`src/rtl/frame_sequencer.sv`:
```
// -----------------------------------------------------------------------------
// frame_sequencer
//
// Per-frame lifecycle controller for the lane-detection accelerator. It
// generates a multi-cycle soft-reset pulse for the datapath. It tracks each
// frame through load, compute and done. It counts the pixels accepted into the
// input FIFO and detects completion from post-process. It also aborts a
// compute phase that runs too long. Status and sticky error flags feed the
// AXI register read mux.
//
// Ports
//   clk             in   clock, all logic on the rising edge
//   rst_n           in   synchronous active-low reset
//   soft_reset_req  in   one-cycle pulse from a write to the RESET register
//   first_pixel     in   marks the current fifo_wr_en as pixel 0 of a frame
//   fifo_wr_en      in   pixel accepted into the input FIFO
//   weight_we       in   weight memory write
//   done_in         in   post-process o_valid level (edge detected here)
//   internal_rst_n  out  registered active-low reset to the datapath
//   busy            out  high while loading or computing
//   frame_done      out  sticky, high in DONE
//   frame_count     out  completed frames, wraps
//   pixel_count     out  pixels accepted in the current frame
//   err_sequence    out  sticky protocol error
//   err_weight_busy out  sticky: weight write while busy
//   err_timeout     out  sticky: compute timeout
//
// Every output is a register loaded from the same next-state logic as the
// FSM, so each one reflects its triggering event exactly one cycle later.
// -----------------------------------------------------------------------------
module frame_sequencer #(
  parameter int NUM_PIXELS      = 131072,
  parameter int RESET_CYCLES    = 15,
  parameter int TIMEOUT_CYCLES  = 16777216,
  parameter int FRAME_CNT_WIDTH = 16
) (
  input  logic                              clk,
  input  logic                              rst_n,
  input  logic                              soft_reset_req,
  input  logic                              first_pixel,
  input  logic                              fifo_wr_en,
  input  logic                              weight_we,
  input  logic                              done_in,
  output logic                              internal_rst_n,
  output logic                              busy,
  output logic                              frame_done,
  output logic [FRAME_CNT_WIDTH-1:0]        frame_count,
  output logic [$clog2(NUM_PIXELS+1)-1:0]   pixel_count,
  output logic                              err_sequence,
  output logic                              err_weight_busy,
  output logic                              err_timeout
);

  localparam int PIX_W = $clog2(NUM_PIXELS + 1);
  localparam int RST_W = (RESET_CYCLES > 1) ? $clog2(RESET_CYCLES) : 1;
  localparam int TMO_W = (TIMEOUT_CYCLES > 1) ? $clog2(TIMEOUT_CYCLES) : 1;

  localparam logic [PIX_W-1:0] PIX_LAST = PIX_W'(NUM_PIXELS);
  localparam logic [RST_W-1:0] RST_LAST = RST_W'(RESET_CYCLES - 1);
  localparam logic [TMO_W-1:0] TMO_LAST = TMO_W'(TIMEOUT_CYCLES - 1);

  typedef enum logic [2:0] {
    ST_RESET,
    ST_IDLE,
    ST_LOAD,
    ST_COMPUTE,
    ST_DONE
  } state_t;

  state_t                       state_reg, state_next;
  logic [RST_W-1:0]             rst_cnt_reg, rst_cnt_next;
  logic [TMO_W-1:0]             tmo_cnt_reg, tmo_cnt_next;
  logic                         done_in_d_reg;
  logic                         int_rst_n_reg, int_rst_n_next;
  logic                         busy_reg, busy_next;
  logic                         frame_done_reg, frame_done_next;
  logic [FRAME_CNT_WIDTH-1:0]   frame_count_reg, frame_count_next;
  logic [PIX_W-1:0]             pixel_count_reg, pixel_count_next;
  logic                         err_seq_reg, err_seq_next;
  logic                         err_wb_reg, err_wb_next;
  logic                         err_tmo_reg, err_tmo_next;
  logic                         done_rise;
  logic [PIX_W-1:0]             pixel_inc;

  assign done_rise = done_in & ~done_in_d_reg;
  assign pixel_inc = pixel_count_reg + PIX_W'(1);

  // ---------------------------------------------------------------------------
  // State and output registers
  // ---------------------------------------------------------------------------
  always_ff @(posedge clk) begin
    if (!rst_n) begin
      state_reg       <= ST_RESET;
      rst_cnt_reg     <= '0;
      tmo_cnt_reg     <= '0;
      done_in_d_reg   <= 1'b0;
      int_rst_n_reg   <= 1'b0;
      busy_reg        <= 1'b0;
      frame_done_reg  <= 1'b0;
      frame_count_reg <= '0;
      pixel_count_reg <= '0;
      err_seq_reg     <= 1'b0;
      err_wb_reg      <= 1'b0;
      err_tmo_reg     <= 1'b0;
    end else begin
      state_reg       <= state_next;
      rst_cnt_reg     <= rst_cnt_next;
      tmo_cnt_reg     <= tmo_cnt_next;
      done_in_d_reg   <= done_in;
      int_rst_n_reg   <= int_rst_n_next;
      busy_reg        <= busy_next;
      frame_done_reg  <= frame_done_next;
      frame_count_reg <= frame_count_next;
      pixel_count_reg <= pixel_count_next;
      err_seq_reg     <= err_seq_next;
      err_wb_reg      <= err_wb_next;
      err_tmo_reg     <= err_tmo_next;
    end
  end

  // ---------------------------------------------------------------------------
  // Next-state and next-output logic
  // ---------------------------------------------------------------------------
  always_comb begin
    state_next       = state_reg;
    rst_cnt_next     = rst_cnt_reg;
    tmo_cnt_next     = tmo_cnt_reg;
    frame_done_next  = frame_done_reg;
    frame_count_next = frame_count_reg;
    pixel_count_next = pixel_count_reg;
    err_seq_next     = err_seq_reg;
    err_wb_next      = err_wb_reg;
    err_tmo_next     = err_tmo_reg;

    if (soft_reset_req && (state_reg != ST_RESET)) begin
      // A soft reset wins over anything else in the same cycle. frame_count
      // survives it, so software can keep a running total across aborts.
      state_next       = ST_RESET;
      rst_cnt_next     = '0;
      tmo_cnt_next     = '0;
      frame_done_next  = 1'b0;
      pixel_count_next = '0;
      err_seq_next     = 1'b0;
      err_wb_next      = 1'b0;
      err_tmo_next     = 1'b0;
    end else begin
      // The weight write still goes through. It is only flagged here.
      if (weight_we && ((state_reg == ST_LOAD) || (state_reg == ST_COMPUTE))) begin
        err_wb_next = 1'b1;
      end

      case (state_reg)
        ST_RESET: begin
          if (rst_cnt_reg == RST_LAST) begin
            state_next   = ST_IDLE;
            rst_cnt_next = '0;
          end else begin
            rst_cnt_next = rst_cnt_reg + RST_W'(1);
          end
        end

        ST_IDLE, ST_DONE: begin
          if (fifo_wr_en) begin
            if (first_pixel) begin
              state_next       = ST_LOAD;
              pixel_count_next = PIX_W'(1);
              frame_done_next  = 1'b0;
            end else begin
              err_seq_next = 1'b1;
            end
          end
        end

        ST_LOAD: begin
          if (fifo_wr_en) begin
            if (first_pixel) begin
              // A new pixel 0 mid-frame restarts the frame from one pixel.
              err_seq_next     = 1'b1;
              pixel_count_next = PIX_W'(1);
            end else begin
              pixel_count_next = pixel_inc;
              if (pixel_inc == PIX_LAST) begin
                state_next   = ST_COMPUTE;
                tmo_cnt_next = '0;
              end
            end
          end
          if (done_rise) begin
            err_seq_next = 1'b1;
          end
        end

        ST_COMPUTE: begin
          if (fifo_wr_en) begin
            err_seq_next = 1'b1;
          end
          // A completion in the same cycle as the timeout counts as a
          // clean finish, so check done_rise first.
          if (done_rise) begin
            state_next       = ST_DONE;
            frame_done_next  = 1'b1;
            frame_count_next = frame_count_reg + FRAME_CNT_WIDTH'(1);
          end else if (tmo_cnt_reg == TMO_LAST) begin
            state_next      = ST_DONE;
            frame_done_next = 1'b1;
            err_tmo_next    = 1'b1;
          end else begin
            tmo_cnt_next = tmo_cnt_reg + TMO_W'(1);
          end
        end

        default: begin
          state_next = ST_RESET;
        end
      endcase
    end

    int_rst_n_next = (state_next != ST_RESET);
    busy_next      = (state_next == ST_LOAD) || (state_next == ST_COMPUTE);
  end

  assign internal_rst_n  = int_rst_n_reg;
  assign busy            = busy_reg;
  assign frame_done      = frame_done_reg;
  assign frame_count     = frame_count_reg;
  assign pixel_count     = pixel_count_reg;
  assign err_sequence    = err_seq_reg;
  assign err_weight_busy = err_wb_reg;
  assign err_timeout     = err_tmo_reg;

endmodule

```
`config.mk`:
```
export PLATFORM = sky130hd
export DESIGN_NAME = frame_sequencer
export DESIGN_NICKNAME = d
export VERILOG_FILES = /design/src/rtl/frame_sequencer.sv
export SDC_FILE = /design/constraint.sdc
export NUM_CORES = 1
export LEC_CHECK = 0
export CAP_MARGIN = 20
export CORE_ASPECT_RATIO = 0.9
export CORE_UTILIZATION = 34
export CTS_CLUSTER_DIAMETER = 80
export DETAILED_ROUTE_END_ITERATION = 8
export GPL_ROUTABILITY_DRIVEN = 0
export GPL_TIMING_DRIVEN = 0
export SLEW_MARGIN = 40
export SYNTH_ARGS = -nofsm -noshare
export SYNTH_HDL_FRONTEND = slang
export SYNTH_SLANG_ARGS = --single-unit
```
`constraint.sdc`:
```
create_clock -name clk -period 6.65 [get_ports clk]
set_input_delay 0.9975 -clock clk [delete_from_list [all_inputs] [get_ports clk]]
set_output_delay 0.9975 -clock clk [all_outputs]
set_load 0.02 [all_outputs]
```
# Word-level counts from Yosys, hierarchy flattened
# Cells that the tools add are included.
# W data, S select, Z words.
[classes]
n_addsub = 4
eq_ne = 21
mux = 34
n_bitwise = 5
reduce_logical = 19
[op_table]
columns = ["operator", "count"]
rows = [
  ["$mux W24", 5],
  ["$mux W18", 4],
  ["$pmux W24 S2", 1],
  ["$pmux W18 S2", 1],
  ["$mux W3", 9],
  ["$add A24 B1 Y24 const B", 1],
  ["$eq A24 B24 Y1 const B", 1],
  ["$add A18 B1 Y18 const B", 1],
  ["$eq A18 B18 Y1 const B", 1],
  ["$add A16 B1 Y16 const B", 1],
  ["$ne A2 B2 Y1 const B", 8],
  ["$eq A3 B2 Y1 const B", 4],
  ["$pmux W3 S4", 1],
  ["$reduce_and A6 Y1", 2],
  ["$mux W1", 10],
  ["$reduce_bool A3 Y1", 3],
  ["$reduce_and A4 Y1", 2],
  ["$ne A3 B3 Y1 const B", 2],
  ["$reduce_and A3 Y1", 2],
  ["$reduce_bool A2 Y1", 3],
  ["$add A4 B1 Y4 const B", 1],
  ["$eq A4 B4 Y1 const B", 1],
  ["$mux W4", 1],
  ["$not A1 Y1", 4],
  ["other kinds (11)", 14],
]
[word_totals]
ff_bits = 72
in_bits = 7
out_inout_bits = 40

# Logic depth before layout (Yosys ltp)
# Gate-level depths: netlist (run 1).
[depth]
depth_word = 9
depth_mapped = 10
mapped_depth_nobuf = 8

# Worst setup path after synthesis (run 1)
# OpenSTA, ideal clock, no wires.
[synth_timing]
kind = "input-to-reg"
from = "in done_in"
to = "reg frame_count_reg[13], in the netlist frame_count[13]"
setup_ns = 0.115
arrival_ns = 2.239
slack_ns = 4.296
stages = 7
n_path_buf = 0
cell_sequence = "nand2b_1 > nor4_1 > nand2_1 > nor2_1 > nand3_1 > xnor2_1 > and2_1"
[synth_between]
elab_chain_cells = 2
[synth_rtl]
columns = ["element", "line_no", "rtl"]
rows = [
  ["start: declaration", "43", "input logic done_in,"],
  ["$and A1 B1 Y1", "85", "assign done_rise = done_in & ~done_in_d_reg;"],
  ["$reduce_and A3 Y1 (no line)", "-", ""],
  ["end signal: assignment", "113", "frame_count_reg <= frame_count_next;"],
  ["end: declaration", "77", "logic [FRAME_CNT_WIDTH-1:0] frame_count_reg, frame_count_next;"],
]
# No other way between the ends.
# A chain may end at the register's enable or synchronous reset.

# Worst setup path in the final report (run 1)
[layout_timing]
from = "in first_pixel"
to = "reg pixel_count_reg[9], in the netlist pixel_count[9]"
[layout_between]
elab_chain_cells = 3
word_cells_on_any_way = 5
cone_classes = "1 x eq/ne; 3 x mux; 1 x reduce/logical"
[layout_rtl]
columns = ["element", "line_no", "rtl"]
rows = [
  ["start: declaration", "40", "input logic first_pixel,"],
  ["$mux W18", "176", "if (first_pixel) begin"],
  ["$mux W18", "175", "if (fifo_wr_en) begin"],
  ["$pmux W18 S2", "152", "case (state_reg)"],
  ["end signal: assignment", "114", "pixel_count_reg <= pixel_count_next;"],
  ["end: declaration", "78", "logic [PIX_W-1:0] pixel_count_reg, pixel_count_next;"],
]
# Several ways; a longest one is shown, not always the timed one. The select of a mux whose other input is x is not followed.

==> metrics.txt, run 1 <==
dpl hpwl 5.88 mm; Seq cells post-synth 72; input/output buffers 45; Worst Hold End err_timeout; leakage 0.00168 uW; final setup fails 0; post-synthesis sequential area ratio 39.5%; area growth from synthesis to layout 25.1%; clock root buffer clkbuf_16; core area 0.0103 mm^2; deepest clock path buffer count 2; Inserted Diodes 0; # Max-Cap Violations 0; Post-synth ARST share 0%; Site Rows 35; Avg Cell Area, Syn 8.32 um^2; CP Launch Type primary input; crit path kind in2reg; Mapped Cells 439; status finished with violations; Die ar. 0.0112 mm^2; DR pass1 iterations 6; Reg2Reg Setup Slack 4.02 ns; Setup crit end kind register; routed len/inst 13.4 um; first-pass GRT wire length 14.5 mm; initial antenna violation count 0; vias in the first global route 3,088; TritonCTS clock tree yes; failing checks design-rule violations; Reg2Reg Depth 10; initial drt markers 143; PwrDens 207 mW/mm^2; Worst-path clk slew 0.06 ns; synth top area cells dfxtp_1 39%, xor2_1 5.8%, nor2_1 5.3%, a21oi_1 4.0%, xnor2_1 3.8%; min cycle time layout 2.88 ns; clock sink total 72; I/O Pins 47; Final #Nets 505; share of the synthesized area in the top cell type 39.5%; Main synth FF type dfxtp_1; Reg-to-Reg End tmo_cnt_reg[19]; grt total ovfl 0; Die Wd 111 um; dpl ws 3.47 ns; worst-path fanout max 10; Setup TNS 0 ns; worst-margin pin slew 0.692 ns; Syn Nets 449; drt via density 5.14; Post-synth EDFFs 0; H-Tree Depth 3; period utilisation layout 43.3%; unrepaired setup endpoints after global routing no; IR drop worst, VDD 0.131 mV; r2r startpoint pixel_count[1]; Final Skew 0.00891 ns; Final Hold Viols 0; final WL 8.44 mm; # Post-CTS Setup Buffers 0; Slew Limit Headroom 53.4%; yosys warns 0; CP Data Arrival Time 3.06 ns; largest net degree at the start of global routing 15; CTS resizes 0; worst min-delay path category reg2reg; synth cell count leaders 72 x dfxtp_1, 52 x nor2_1, 36 x nand2_1; Crit path required time 6.83 ns; Worst-Skew Late Latency 0.33 ns; Yosys top cell by area dfxtp_1; Syn Std Cell Area 0.00365 mm^2; floorplan die height 100 um; CTS buffer count 9; hold depth 2; most common cell in the netlist dfxtp_1; hold_sp err_timeout; max reg flops 24; DRC viols 8; Total GRT Usage 16.1%; worst setup margin 3.77 ns; via count 3,233; Slew Viols, Final 0; library cells used by synthesis 47; initial cell density of the core 35.3%; ANT nets after route 0; FMAX 347 MHz; CTS Hold Bufs 0; layout cell share with drive strength beyond 1 9.20%
## metal layers
layer / GRT usage (%) / share of wire (%) / vias up
li1: - / - / 1661
met1: 20.8 / 50 / 1494
met2: 25.8 / 44 / 71
met3: 4.95 / 5.4 / 7
met4: 4.57 / 1.0 / 0
met5: 0 / 0 / -
## final cells by class
cell class | instances | area [um^2]
well taps | 129 | 161
repair buffers | 45 | 450
clock buffers | 9 | 225
multi-input cells | 340 | 2060
plain buffers | 24 | 143
flip-flops and latches | 72 | 1440
clock inverters | 7 | 78.8
inverters | 3 | 11.3
fillers | 1031 | 5770
## metrics by stage
stage | instance area [um^2] | util, % | total power [uW] | hold WS (ns) | instances
2_1_floorplan | 3650 | - | 456 | 0.466 | 439
3_3_place_gp | 4260 | 41.2 | 465 | 0.458 | 613
3_5_place_dp | 4260 | 41.2 | 465 | 0.463 | 613
4_1_cts | 4570 | 44.2 | 961 | 0.482 | 629
5_1_grt | 4570 | 44.2 | 984 | 0.505 | 629
6_report | 4570 | 44.2 | 946 | 0.475 | 629
## report_power, final
group | switching, uW | internal, uW
Sequential | 1.08 | 433
Clock | 196 | 294
Combinational | 14.0 | 7.74
Total | 211 | 735
## critical path: stages
cell	delay, ns
clkdlybuf4s50_1	0.55
nor2b_1	0.13
nand3_1	0.17
clkbuf_1	0.40
clkbuf_1	0.48
nor2_1	0.09
o21ai_0	0.16
a21oi_1	0.08
## placed cells by master (no fill, tap or decap), types with 9 or more instances in the layout
master / netlist / routed
nand4_1: 16 / 16
o21ai_0: 20 / 20
xnor2_1: 16 / 16
nor2_1: 52 / 52
clkbuf_1: 12 / 12
clkdlybuf4s50_1: 0 / 45
xor2_1: 24 / 24
and4_1: 9 / 9
nor2_2: 10 / 10
nor3_1: 10 / 10
and2_1: 22 / 22
and3_1: 12 / 12
a21oi_1: 29 / 29
nand3_1: 25 / 25
dfxtp_1: 72 / 72
clkbuf_16: 0 / 9
nand2_1: 36 / 36
## worst max path at each step
stage	to	cells past startpoint	start	slack, ns
2_1_floorplan	frame_count[13]	7	done_in	4.30
3_3_place_gp	frame_count[15]	8	done_in	3.48
3_5_place_dp	frame_count[13]	8	done_in	3.47
4_1_cts	pixel_count[9]	8	first_pixel	3.83
5_1_grt	frame_count[15]	8	done_in	3.57
6_report	pixel_count[9]	8	first_pixel	3.77
## cells by family after synthesis
| logic type | synth area share (%) |
|---|---|
| buffers and inverters | 4.22 |
| AOI/OAI and AO/OA | 12.5 |
| DFF | 39.5 |
| and+or+nand+nor | 32.6 |
| xor gates and xnor gates | 9.60 |
| adders and majority gates | 1.03 |
| muxes | 0.548 |
Note: power is estimated with default switching activity, not from simulation.
==> inputs of run 2 (changes only) <==
==> constraint.sdc (replaced) <==
create_clock -name clk -period 2.9 [get_ports clk]
set_input_delay 0.435 -clock clk [delete_from_list [all_inputs] [get_ports clk]]
set_output_delay 0.435 -clock clk [all_outputs]
set_load 0.02 [all_outputs]
==> results of run 2 <==
The final DEF is identical to that of run 1. Status: finished with violations: design-rule violations.
Among the figures that moved: setup slack after placement 3.47 ns -> 0.282 ns; setup slack after layout 3.77 ns -> 0.270 ns; start point of the critical path first_pixel -> pixel_count[1]; end point of the critical path pixel_count[9] -> tmo_cnt_reg[19]; register-to-register setup slack 4.02 ns -> 0.27 ns; total power 946 uW -> 2170 uW; worst IR drop on VDD 0.131 mV -> 0.301 mV
==> inputs of run 3 (changes only) <==
--- a/config.mk
+++ b/config.mk
@@ -10,7 +10,7 @@
 export CORE_UTILIZATION = 34
 export CTS_CLUSTER_DIAMETER = 80
 export DETAILED_ROUTE_END_ITERATION = 8
-export GPL_ROUTABILITY_DRIVEN = 0
+export GPL_ROUTABILITY_DRIVEN = 1
 export GPL_TIMING_DRIVEN = 0
 export SLEW_MARGIN = 40
 export SYNTH_ARGS = -nofsm -noshare
==> constraint.sdc (replaced) <==
create_clock -name clk -period 2.9 [get_ports clk]
set_input_delay 0.435 -clock clk [delete_from_list [all_inputs] [get_ports clk]]
set_output_delay 0.435 -clock clk [all_outputs]
set_load 0.01 [all_outputs]
==> results of run 3 <==
The final DEF is identical to that of run 1. Status: finished with violations: design-rule violations.
Among the figures that moved: setup slack after placement 3.47 ns -> 0.282 ns; setup slack after layout 3.77 ns -> 0.270 ns; start point of the critical path first_pixel -> pixel_count[1]; end point of the critical path pixel_count[9] -> tmo_cnt_reg[19]; register-to-register setup slack 4.02 ns -> 0.27 ns; total power 946 uW -> 2170 uW; worst IR drop on VDD 0.131 mV -> 0.301 mV
